File: src/rtl/fifo_burst_reader.sv
// fifo_burst_reader
//
// Consumer side of a fifo_v3 (FALL_THROUGH=0). On a software start it pops a
// burst of len_i entries one at a time and forwards each on a valid/ready
// output stream. It also accumulates per-burst statistics: count, sum and
// minimum. Only one burst is in flight at a time, and a one-cycle done_o
// pulse marks its end.
//
// Optional feature: define FIFO_BURST_READER_TIMEOUT_EN to abort a burst after
// TIMEOUT_CYCLES consecutive empty cycles while waiting for data (timeout_o
// reports the abort). Without the macro the block waits for data indefinitely
// and timeout_o is tied low.
//
// Ports:
//   clk_i         clock, rising edge
//   rst_i         synchronous active-high reset
//   start_i       start a burst (sampled only when idle)
//   len_i         burst length, captured with an accepted start
//   busy_o        burst in progress (fetching or sending)
//   done_o        one-cycle pulse at burst end
//   fifo_empty_i  FIFO empty flag
//   fifo_data_i   FIFO head data, valid while not empty
//   fifo_pop_o    FIFO pop, one cycle per entry (combinational)
//   out_valid_o   output stream valid
//   out_ready_i   output stream ready
//   out_data_o    output stream data
//   count_o       entries transferred in the current/last burst
//   sum_o         sum of transferred entries (wide enough to never overflow)
//   min_o         minimum transferred entry (all ones when none)
//   timeout_o     last burst aborted by timeout

module fifo_burst_reader #(
    parameter int DATA_WIDTH     = 8,
    parameter int LEN_WIDTH      = 4,
    parameter int TIMEOUT_CYCLES = 16
) (
    input  logic                            clk_i,
    input  logic                            rst_i,
    input  logic                            start_i,
    input  logic [LEN_WIDTH-1:0]            len_i,
    output logic                            busy_o,
    output logic                            done_o,
    input  logic                            fifo_empty_i,
    input  logic [DATA_WIDTH-1:0]           fifo_data_i,
    output logic                            fifo_pop_o,
    output logic                            out_valid_o,
    input  logic                            out_ready_i,
    output logic [DATA_WIDTH-1:0]           out_data_o,
    output logic [LEN_WIDTH-1:0]            count_o,
    output logic [DATA_WIDTH+LEN_WIDTH-1:0] sum_o,
    output logic [DATA_WIDTH-1:0]           min_o,
    output logic                            timeout_o
);

    typedef enum logic [1:0] {
        IDLE  = 2'd0,
        FETCH = 2'd1,
        SEND  = 2'd2,
        DONE  = 2'd3
    } state_t;

    state_t                          state_r;
    logic [LEN_WIDTH-1:0]            len_r;
    logic [LEN_WIDTH-1:0]            count_next_s;
    logic [DATA_WIDTH+LEN_WIDTH-1:0] sum_next_s;
    logic [DATA_WIDTH-1:0]           min_next_s;

    if (TIMEOUT_CYCLES < 1) begin : g_bad_timeout_cycles
        $error("TIMEOUT_CYCLES must be at least 1");
    end

`ifdef FIFO_BURST_READER_TIMEOUT_EN
    localparam int TMO_W = $clog2(TIMEOUT_CYCLES + 1);

    logic [TMO_W-1:0] tmo_cnt_r;
    logic             timeout_r;

    assign timeout_o = timeout_r;
`else
    assign timeout_o = 1'b0;
`endif

    // The pop is combinational so the FIFO advances in the same cycle the head
    // is captured; reset and an empty FIFO both suppress it.
    assign fifo_pop_o = (state_r == FETCH) && !fifo_empty_i && !rst_i;

    // Statistics after accepting the entry currently held on the output stream
    always_comb begin
        count_next_s = count_o + {{(LEN_WIDTH-1){1'b0}}, 1'b1};
        sum_next_s   = sum_o + {{LEN_WIDTH{1'b0}}, out_data_o};
        if (out_data_o < min_o) begin
            min_next_s = out_data_o;
        end else begin
            min_next_s = min_o;
        end
    end

    // Burst sequencer: state, registered stream/status outputs and statistics
    always_ff @(posedge clk_i) begin
        if (rst_i) begin
            state_r     <= IDLE;
            len_r       <= {LEN_WIDTH{1'b0}};
            busy_o      <= 1'b0;
            done_o      <= 1'b0;
            out_valid_o <= 1'b0;
            out_data_o  <= {DATA_WIDTH{1'b0}};
            count_o     <= {LEN_WIDTH{1'b0}};
            sum_o       <= {(DATA_WIDTH+LEN_WIDTH){1'b0}};
            min_o       <= {DATA_WIDTH{1'b1}};
`ifdef FIFO_BURST_READER_TIMEOUT_EN
            tmo_cnt_r   <= {TMO_W{1'b0}};
            timeout_r   <= 1'b0;
`endif
        end else begin
            case (state_r)
                IDLE: begin
                    done_o <= 1'b0;
                    if (start_i) begin
                        len_r   <= len_i;
                        count_o <= {LEN_WIDTH{1'b0}};
                        sum_o   <= {(DATA_WIDTH+LEN_WIDTH){1'b0}};
                        min_o   <= {DATA_WIDTH{1'b1}};
`ifdef FIFO_BURST_READER_TIMEOUT_EN
                        timeout_r <= 1'b0;
                        tmo_cnt_r <= {TMO_W{1'b0}};
`endif
                        // A zero-length burst completes without touching the FIFO.
                        if (len_i != {LEN_WIDTH{1'b0}}) begin
                            state_r <= FETCH;
                            busy_o  <= 1'b1;
                        end else begin
                            state_r <= DONE;
                            done_o  <= 1'b1;
                        end
                    end else begin
                        state_r <= IDLE;
                    end
                end

                FETCH: begin
                    if (!fifo_empty_i) begin
                        out_data_o  <= fifo_data_i;
                        out_valid_o <= 1'b1;
                        state_r     <= SEND;
`ifdef FIFO_BURST_READER_TIMEOUT_EN
                        tmo_cnt_r   <= {TMO_W{1'b0}};
`endif
                    end else begin
`ifdef FIFO_BURST_READER_TIMEOUT_EN
                        // Give up once the FIFO has stayed empty for the full limit;
                        // the statistics keep whatever was already transferred.
                        if (tmo_cnt_r == TMO_W'(TIMEOUT_CYCLES - 1)) begin
                            state_r   <= DONE;
                            busy_o    <= 1'b0;
                            done_o    <= 1'b1;
                            timeout_r <= 1'b1;
                            tmo_cnt_r <= {TMO_W{1'b0}};
                        end else begin
                            tmo_cnt_r <= tmo_cnt_r + {{(TMO_W-1){1'b0}}, 1'b1};
                        end
`else
                        state_r <= FETCH;
`endif
                    end
                end

                SEND: begin
                    if (out_ready_i) begin
                        out_valid_o <= 1'b0;
                        count_o     <= count_next_s;
                        sum_o       <= sum_next_s;
                        min_o       <= min_next_s;
                        if (count_next_s == len_r) begin
                            state_r <= DONE;
                            busy_o  <= 1'b0;
                            done_o  <= 1'b1;
                        end else begin
                            state_r <= FETCH;
                        end
                    end else begin
                        state_r <= SEND;
                    end
                end

                DONE: begin
                    done_o  <= 1'b0;
                    state_r <= IDLE;
                end

                default: begin
                    state_r     <= IDLE;
                    busy_o      <= 1'b0;
                    done_o      <= 1'b0;
                    out_valid_o <= 1'b0;
                end
            endcase
        end
    end

endmodule

File: config.mk
export PLATFORM = sky130hd
export DESIGN_NAME = fifo_burst_reader
export DESIGN_NICKNAME = d
export VERILOG_FILES = /design/src/rtl/fifo_burst_reader.sv
export SDC_FILE = /design/constraint.sdc
export NUM_CORES = 1
export LEC_CHECK = 0
export ABC_AREA = 1
export CELL_PAD_IN_SITES_DETAIL_PLACEMENT = 1
export CELL_PAD_IN_SITES_GLOBAL_PLACEMENT = 1
export CORE_AREA = 2 2 105 77
export DETAILED_ROUTE_END_ITERATION = 6
export DIE_AREA = 0 0 107 79
export HOLD_SLACK_MARGIN = 0.1
export PLACE_DENSITY = 0.78
export SETUP_SLACK_MARGIN = 0.4
export SYNTH_ARGS = -nofsm -noshare
export SYNTH_HDL_FRONTEND = slang
export SYNTH_SLANG_ARGS = --single-unit
File: constraint.sdc
create_clock -name clk_i -period 1.44 [get_ports clk_i]
set_clock_uncertainty 0.05 [all_clocks]
set_input_delay 0.288 -clock clk_i [delete_from_list [all_inputs] [get_ports clk_i]]
set_output_delay 0.288 -clock clk_i [all_outputs]
set_load 0.05 [all_outputs]
# Yosys cells after proc, flatten, opt, wreduce, memory -nomap -nowiden
# Cells that the tools add are included.
# Widths: inputs -> output; s select.
[word_totals] ff_bits=41 output_inout_bits=37
[classes] addsub=2 n_lt_le_gt_ge=1 eq_ne=10 muxes=29 n_bitwise=1 n_reduce_logical=16
[ops] op="$mux 12" n=2
[ops] op="$mux 8" n=3
[ops] op="$pmux 12 s2" n=1
[ops] op="$pmux 8 s2" n=1
[ops] op="$add 12x8->12" n=1
[ops] op="$ne 2x2->1 const B" n=6
[ops] op="$mux 1" n=10
[ops] op="$mux 2" n=5
[ops] op="$reduce_and 3->1" n=3
[ops] op="$lt 8x8->1" n=1
[ops] op="$mux 4" n=2
[ops] op="$pmux 2 s4" n=1
[ops] op="$pmux 4 s2" n=1
[ops] op="$reduce_and 5->1" n=1
[ops] op="$add 4x1->4 const B" n=1
[ops] op="$eq 2x2->1 const B" n=2
[ops] op="$eq 4x4->1" n=1
[ops] op="$pmux 1 s2" n=2
[ops] op="$reduce_and 2->1" n=2
[ops] op="$reduce_and 4->1" n=1
[ops] op="$reduce_bool 2->1" n=2
[ops] op="$reduce_bool 4->1" n=1
[ops] op="$pmux 1 s3" n=1
[ops] op="$reduce_bool 3->1" n=1
[ops] op="5 further kinds" n=7

# Depth between registers and ports, before layout
# Gate-level depths: netlist of run 1.
[depth] depth_word=5 mapped_depth=12 mapped_depth_nobuf=12

# Least setup slack after synthesis of run 1
# OpenSTA, ideal clock, no wires.
[synth_timing] kind="flip-flop to flip-flop" from="register out_data_o[2]" to="register sum_o[11]" setup_time_ps=117 arrival_ps=1734 required_ps=1273 path_slack_ps=-461 path_stages_with_launch=10 n_path_buf=0 cell_sequence="dfxtp_1 > ha_1 > a21oi_1 > nand2_1 > nand2_1 > nand2_1 > nand2_1 > nand2_1 > a21oi_1 > nor2_1"
[synth_via] elab_chain_cells=3
[synth_lines] item="from (decl)" line="48" source="output logic [DATA_WIDTH-1:0] out_data_o,"
[synth_lines] item="from (signal assigned)" line="106" source="out_data_o <= {DATA_WIDTH{1'b0}};"
[synth_lines] item="from (signal assigned)" line="142" source="out_data_o <= fifo_data_i;"
[synth_lines] item="$add 12x8->12" line="90" source="sum_next_s = sum_o + {{LEN_WIDTH{1'b0}}, out_data_o};"
[synth_lines] item="$mux 12" line="168" source="if (out_ready_i) begin"
[synth_lines] item="$pmux 12 s2" line="115" source="case (state_r)"
[synth_lines] item="to (signal assigned)" line="108" source="sum_o <= {(DATA_WIDTH+LEN_WIDTH){1'b0}};"
[synth_lines] item="to (signal assigned)" line="121" source="sum_o <= {(DATA_WIDTH+LEN_WIDTH){1'b0}};"
[synth_lines] item="to (signal assigned)" line="171" source="sum_o <= sum_next_s;"
[synth_lines] item="to (decl)" line="50" source="output logic [DATA_WIDTH+LEN_WIDTH-1:0] sum_o,"
# No other way between the ends. The select of a mux whose other input is x is not followed.
# A chain may end at the register's enable or synchronous reset.

# Worst setup path after layout of run 1
[layout_timing] from="register out_data_o[3]" to="register sum_o[10]"
# Same word-level chain as after synthesis.

==> results of run 1 <==
==> layout make-up <==
cell class                      count  area, sq um
Clock buffer                        6         72.6
Clock inverter                      2         35.0
Fill cell                         796         2310
Inverter                           47          215
Multi-Input combinational cell    239         1980
Sequential cell                    41          950
Tap cell                          101          126
Timing Repair Buffer              154         1840
==> metrics by stage <==
| stage | cells | util, % | power, W |
|---|---|---|---|
| global route | 590 | 69.4 | 0.00416 |
| detailed placement | 537 | 53.3 | 0.00253 |
| floorplan | 332 | - | 0.00191 |
| CTS | 567 | 61.9 | 0.00367 |
| global placement | 537 | 53.3 | 0.00248 |
| finish | 590 | 69.4 | 0.00405 |
==> tightest hold or removal path: stages (launching register included) <==
cell     delay [ns]
dfxtp_2        0.35
inv_1          0.07
a21oi_2        0.06
==> logic make-up after synthesis <==
family	synth area share [%]
and+or+nand+nor	31.1
AOI/OAI and AO/OA	14.4
buffers and inverters	8.82
DFF	35.3
adders and majority gates	9.47
xor gates and xnor gates	0.753
other	0.161
==> Yosys cell counts (4+ instances only) <==
cell / instances / share of area [%]
nor2_1: 24 / 3.9
o21ai_0: 17 / 3.7
inv_1: 42 / 6.8
dfxtp_1: 41 / 35
o21ai_1: 4 / 0.86
nand3_1: 30 / 6.5
ha_1: 16 / 8.6
clkbuf_1: 4 / 0.65
a21oi_1: 38 / 8.2
nand2_1: 84 / 14
==> final timing paths <==
check | start | endpoint | slack (ns) | cells past startpoint
setup / recovery | out_data_o[3]$_SDFFE_PP0P_ | sum_o[10]$_SDFFE_PP0P_ | -0.35 | 10
setup reg to reg | out_data_o[3]$_SDFFE_PP0P_ | sum_o[10]$_SDFFE_PP0P_ | -0.35 | 10
hold reg to reg | done_o$_SDFFE_PP0P_ | done_o$_SDFFE_PP0P_ | 0.45 | 2
hold / removal | done_o$_SDFFE_PP0P_ | done_o$_SDFFE_PP0P_ | 0.45 | 2
==> where the power goes <==
part           internal [W]  switching [W]  leakage [nW]  total [W]
Combinational      0.000821       0.000942          1.92    0.00176
Sequential          0.00119       0.000102         0.356    0.00129
Clock              0.000516       0.000483        0.0552   0.000999
==> sequential cells by signal (all words and copies together), names as in the netlist <==
signal       flops
count_o          4
done_o           1
out_valid_o      1
sum_o           12
state_r          2
min_o            8
out_data_o       8
busy_o           1
len_r            4
==> per-layer routing <==
metal	vias up	wire length, microns
li1	1386	-
met4	0	436
met2	116	7280
met3	44	528
met5	-	0
met1	1575	5940
==> timing repair <==
action | CTS | global route
setup endpoints to repair | 77 | 77
hold buffers | 0 | 0
gates cloned | 1 | 0
pin swaps | 35 | 42
resized for setup | 109 | 99
setup buffers | 21 | 23
==> results.sh, run 1 <==
export IMPL_hold_path_class="register to register"
export IMPL_end_kind="register"
export IMPL_yosysUniqueCellTypes=33
export IMPL_use_met2_pct=53.8
export IMPL_dieWidth_microns=107
export IMPL_nets=522
export IMPL_cts_root_buf="clkbuf_8"
export IMPL_cts_path_max_buffers=2
export IMPL_antenna_found_initial=0
export IMPL_fmax_mhz=560
export IMPL_initial_core_util_pct=30.9
export IMPL_p_leak_nw=2.33
export IMPL_path_buf_inv=0
export IMPL_synth_seq_cells=41
export IMPL_ys_seq_area_share_pct=35.3
export IMPL_fin_crit_sh_pct=124
export IMPL_io_pins=54
export IMPL_grt_pass1_wl_microns=18300
export IMPL_gp_congestion=0.871
export IMPL_final_cell_mix="buf_4, nand2_1, buf_6"
export IMPL_cp_cell_sequence="ha_4 -> a21oi_4 -> nor2_2 -> nor2_2 -> nand2_1 -> nand2_1 -> nand2_2 -> nand2_1 -> nand2_1 -> nor2_1"
export IMPL_grtUsageMet1_pct=33.5
export IMPL_avgSynthCellArea_sq_um=7.01
export IMPL_layout_commonest_cell="buf_4"
export IMPL_dr_total_vias=3121
export IMPL_ir_drop_mv=0.464
export IMPL_wl_per_cell_microns=24.1
export IMPL_syn_to_final_growth_pct=125
export IMPL_worstSetupStartpointType="register"
export IMPL_grt_overflow=0
export IMPL_timing_hold_ws_ns=0.450
export IMPL_tns_ns=-5.12
export IMPL_syn_area_sq_um=2330
export IMPL_yosys_warnings=0
export IMPL_placed_area_sq_um=4020
export IMPL_critPathArrivalTime_ns=1.97
export IMPL_rsz0062_at_grt="yes"
export IMPL_cts_made_buffers=5
export IMPL_slowest_stage="dfxtp_4"
export IMPL_die_y_microns=79
export IMPL_dieArea_sq_um=8450
export IMPL_antenna_left=0
export IMPL_cts_tree="yes"
export IMPL_fin_crit_ns=1.79
export IMPL_finalWirelength_microns=14200
export IMPL_path_clk_slew_ns=0.09
export IMPL_violations="negative setup slack"
export IMPL_dp_hpwl_microns=6900
export IMPL_viasPerCell=5.29
export IMPL_grt_usage_pct=28.7
export IMPL_first_pass_iters=4
export IMPL_syn_inst=332
export IMPL_htree_levels=2
export IMPL_cap_violations=0
export IMPL_crit_type="register to register"
export IMPL_critPathMaxFanout=4
export IMPL_drive_gt1_share_pct=66.5
export IMPL_core_rowCount=27
export IMPL_cp_common_cell="nand2_1"
export IMPL_synth_ff_type="dfxtp_1"
export IMPL_n_antenna_cell=0
export IMPL_fin_ws_ns=-0.347
export IMPL_port_buffers=52
export IMPL_core_area_sq_um=7530
export IMPL_synth_nets=366
export IMPL_grt_pass1_vias=3443
export IMPL_grt_busiest_layer="met2"
export IMPL_pre_cts_ws_ns=-0.231
export IMPL_synth_edf_count=0
export IMPL_hold_viol_final=0
export IMPL_drv_slew=0
export IMPL_clk_insertion_delay_late_ns=0.31
export IMPL_grt_max_degree=17
export IMPL_setup_violations=31
export IMPL_power_density_nw_per_um2=775
export IMPL_design_area_sq_um=5230
export IMPL_clock_sinks=41
export IMPL_route_detailed_drc=0
export IMPL_path_delay_family="simple AND/OR/NAND/NOR gates"
export IMPL_critPathRequiredTime_ns=1.62
export IMPL_async_flop_share_pct=0
export IMPL_outcome="finished, violations left"
export IMPL_drt_initial_drc_count=167
export IMPL_slowest_delay_ns=0.39
export IMPL_grt_met3_usage_pct=4.19
Note: power is estimated with default switching activity, not from simulation.
==> run 2: changes to the inputs <==
Settings changed: MAX_ROUTING_LAYER set to met4.
==> run 2 against run 1 <==
Compared with the run above: the flow still finishes with violations (negative setup slack); first-iteration DRC count shrank 7.2%; hold slack lost 0.0023 ns; sequential power is essentially flat; utilization is the same; critical path type unchanged; design area is the same; final cell count is the same; sequential cell count is the same.
==> results.sh, run 2 (synthesized netlist as in run 1, its figures left out) <==
export IMPL_end_kind="register"
export IMPL_fill_cells=796
export IMPL_finalPower_w=0.00405
export IMPL_io_pins=54
export IMPL_syn_to_final_growth_pct=125
export IMPL_n_antenna_cell=0
export IMPL_grt_pass1_vias=3446
export IMPL_dieWidth_microns=107
export IMPL_drv_slew=0
export IMPL_outcome="finished, violations left"
export IMPL_dr_total_vias=3155
export IMPL_htree_levels=2
export IMPL_intPower_w=0.00253
export IMPL_port_buffers=52
export IMPL_cp_cell_sequence="ha_4 -> a21oi_4 -> nor2_2 -> nor2_2 -> nand2_1 -> nand2_1 -> nand2_2 -> nand2_1 -> nand2_1 -> nor2_1"
export IMPL_cts_made_buffers=5
export IMPL_slowest_delay_ns=0.39
export IMPL_slowest_stage="dfxtp_4"
export IMPL_worstSetupStartpointType="register"
export IMPL_sequentialPowerShare_pct=31.9
export IMPL_cp_common_cell="nand2_1"
export IMPL_drt_initial_drc_count=155
export IMPL_route_detailed_drc=0
export IMPL_die_y_microns=79
export IMPL_crit_type="register to register"
export IMPL_initial_core_util_pct=30.9
export IMPL_rsz0062_at_grt="yes"
export IMPL_p_leak_nw=2.33
export IMPL_use_met2_pct=53.8
export IMPL_r2r_start="out_data_o[3]$_SDFFE_PP0P_"
export IMPL_fin_crit_sh_pct=124
export IMPL_violations="negative setup slack"
export IMPL_top_register="sum_o"
export IMPL_dp_hpwl_microns=6900
export IMPL_clock_sinks=41
export IMPL_critPathMaxFanout=4
export IMPL_wl_per_cell_microns=24.1
export IMPL_antenna_left=0
export IMPL_nets=522
export IMPL_grt_met3_usage_pct=4.11
export IMPL_hold_path_class="register to register"
export IMPL_cp_num_cells=10
export IMPL_hold_viol_final=0
export IMPL_r2r_end="sum_o[10]$_SDFFE_PP0P_"
export IMPL_final_cell_mix="buf_4, nand2_1, buf_6"
export IMPL_p_sw_share_pct=37.7
export IMPL_first_pass_iters=4
export IMPL_drive_gt1_share_pct=66.5
export IMPL_viasPerCell=5.35
export IMPL_layout_commonest_cell="buf_4"
export IMPL_comb_power_share_pct=43.5
export IMPL_core_rowCount=27
export IMPL_setup_violations=30
export IMPL_path_delay_family="simple AND/OR/NAND/NOR gates"
export IMPL_cts_root_buf="clkbuf_8"
export IMPL_design_area_sq_um=5230
export IMPL_r2r_slack_ns=-0.35
export IMPL_fin_crit_ns=1.79
export IMPL_path_clk_slew_ns=0.09
export IMPL_core_area_sq_um=7530
export IMPL_power_switching_w=0.00153
export IMPL_cp_endpoint="sum_o[10]$_SDFFE_PP0P_"
export IMPL_largest_reg_flops=12
export IMPL_finalWirelength_microns=14200
export IMPL_placed_area_sq_um=4020
export IMPL_clkPwrFrac_pct=24.6
export IMPL_ir_drop_mv=0.464
export IMPL_clk_insertion_delay_late_ns=0.31
export IMPL_pre_cts_ws_ns=-0.231
export IMPL_top_regs="sum_o: 12 flops, min_o: 8 flops, out_data_o: 8 flops"
export IMPL_cts_path_max_buffers=2
export IMPL_grt_overflow=0
export IMPL_cts_tree="yes"
export IMPL_grt_pass1_wl_microns=18300
export IMPL_fmax_mhz=560
export IMPL_antenna_found_initial=0
export IMPL_grt_max_degree=17
export IMPL_grt_usage_pct=29.4
export IMPL_critPathArrivalTime_ns=1.97
export IMPL_cap_violations=0
export IMPL_critPathLaunch="out_data_o[3]$_SDFFE_PP0P_"
export IMPL_path_buf_inv=0
export IMPL_gp_congestion=0.885
export IMPL_critPathRequiredTime_ns=1.62
export IMPL_dieArea_sq_um=8450
export IMPL_power_density_nw_per_um2=775
export IMPL_reg2reg_depth=10
export IMPL_grt_busiest_layer="met2"
export IMPL_fin_ws_ns=-0.347
export IMPL_grtUsageMet1_pct=33.5
## run 2: cell counts in the layout (fill, tap and decap cells not counted)
Identical to the previous run, type by type.
## run 2: power by group through the flow
stage	logic [W]	clock network [W]	registers (W)
detailed placement	0.00123	0	0.00130
floorplan	0.000405	0	0.00150
CTS	0.00142	0.000985	0.00127
global placement	0.00118	0	0.00129
global route	0.00183	0.00104	0.00129
finish	0.00176	0.000998	0.00129
## run 2: final cells by class
| cell class | instances | area [sq um] | area share, % |
|---|---|---|---|
| clock buffer | 6 | 72.6 | 1.39 |
| timing repair buffer | 154 | 1840 | 35.3 |
| inverter | 47 | 215 | 4.12 |
| clock inverter | 2 | 35.0 | 0.670 |
| tap | 101 | 126 | 2.42 |
| multi-input combinational | 239 | 1980 | 37.9 |
| sequential | 41 | 950 | 18.2 |
## run 2: how the worst min path moves through the flow
| stage | start | end | slack (ns) | cells after the start |
|---|---|---|---|---|
| finish | done_o$_SDFFE_PP0P_ | done_o$_SDFFE_PP0P_ | 0.45 | 2 |
| global route | done_o$_SDFFE_PP0P_ | done_o$_SDFFE_PP0P_ | 0.46 | 2 |
| CTS | done_o$_SDFFE_PP0P_ | done_o$_SDFFE_PP0P_ | 0.43 | 2 |
| detailed placement | done_o$_SDFFE_PP0P_ | done_o$_SDFFE_PP0P_ | 0.43 | 2 |
| global placement | len_r[2]$_SDFFE_PP0P_ | len_r[2]$_SDFFE_PP0P_ | 0.42 | 2 |
| floorplan | rst_i | sum_o[2]$_SDFFE_PP0P_ | 0.31 | 1 |
## run 2: through the flow
stage          hold slack (ns)  cells  setup TNS [ns]  util, %
2_1_floorplan            0.307    332           -1.21        -
3_3_place_gp             0.417    537           -3.95     53.3
5_1_grt                  0.463    590           -7.42     69.4
6_report                 0.447    590           -5.37     69.4
4_1_cts                  0.433    567           -2.38     61.9
3_5_place_dp             0.434    537           -5.65     53.3
## run 2: worst reg2reg max path, cell delays in order, from the launching register on
cell     delay, ns
dfxtp_4       0.39
ha_4          0.28
a21oi_4       0.19
nor2_2        0.06
nor2_2        0.11
nand2_1       0.11
nand2_1       0.10
nand2_2       0.11
nand2_1       0.11
nand2_1       0.06
nor2_1        0.14
## run 2: layer usage
metal  vias to the layer above  share of wire (%)
li1                       1390                  -
met5                         -                  0
met1                      1586                 41
met2                       137                 51
met3                        42                4.3
met4                         0                3.2
## run 2: repair_timing
action | CTS | global route
gates cloned | 1 | 0
gates resized for setup | 109 | 99
pin swaps | 35 | 42
hold buffers | 0 | 0
setup buffers | 21 | 23
endpoints found under the setup margin | 77 | 77
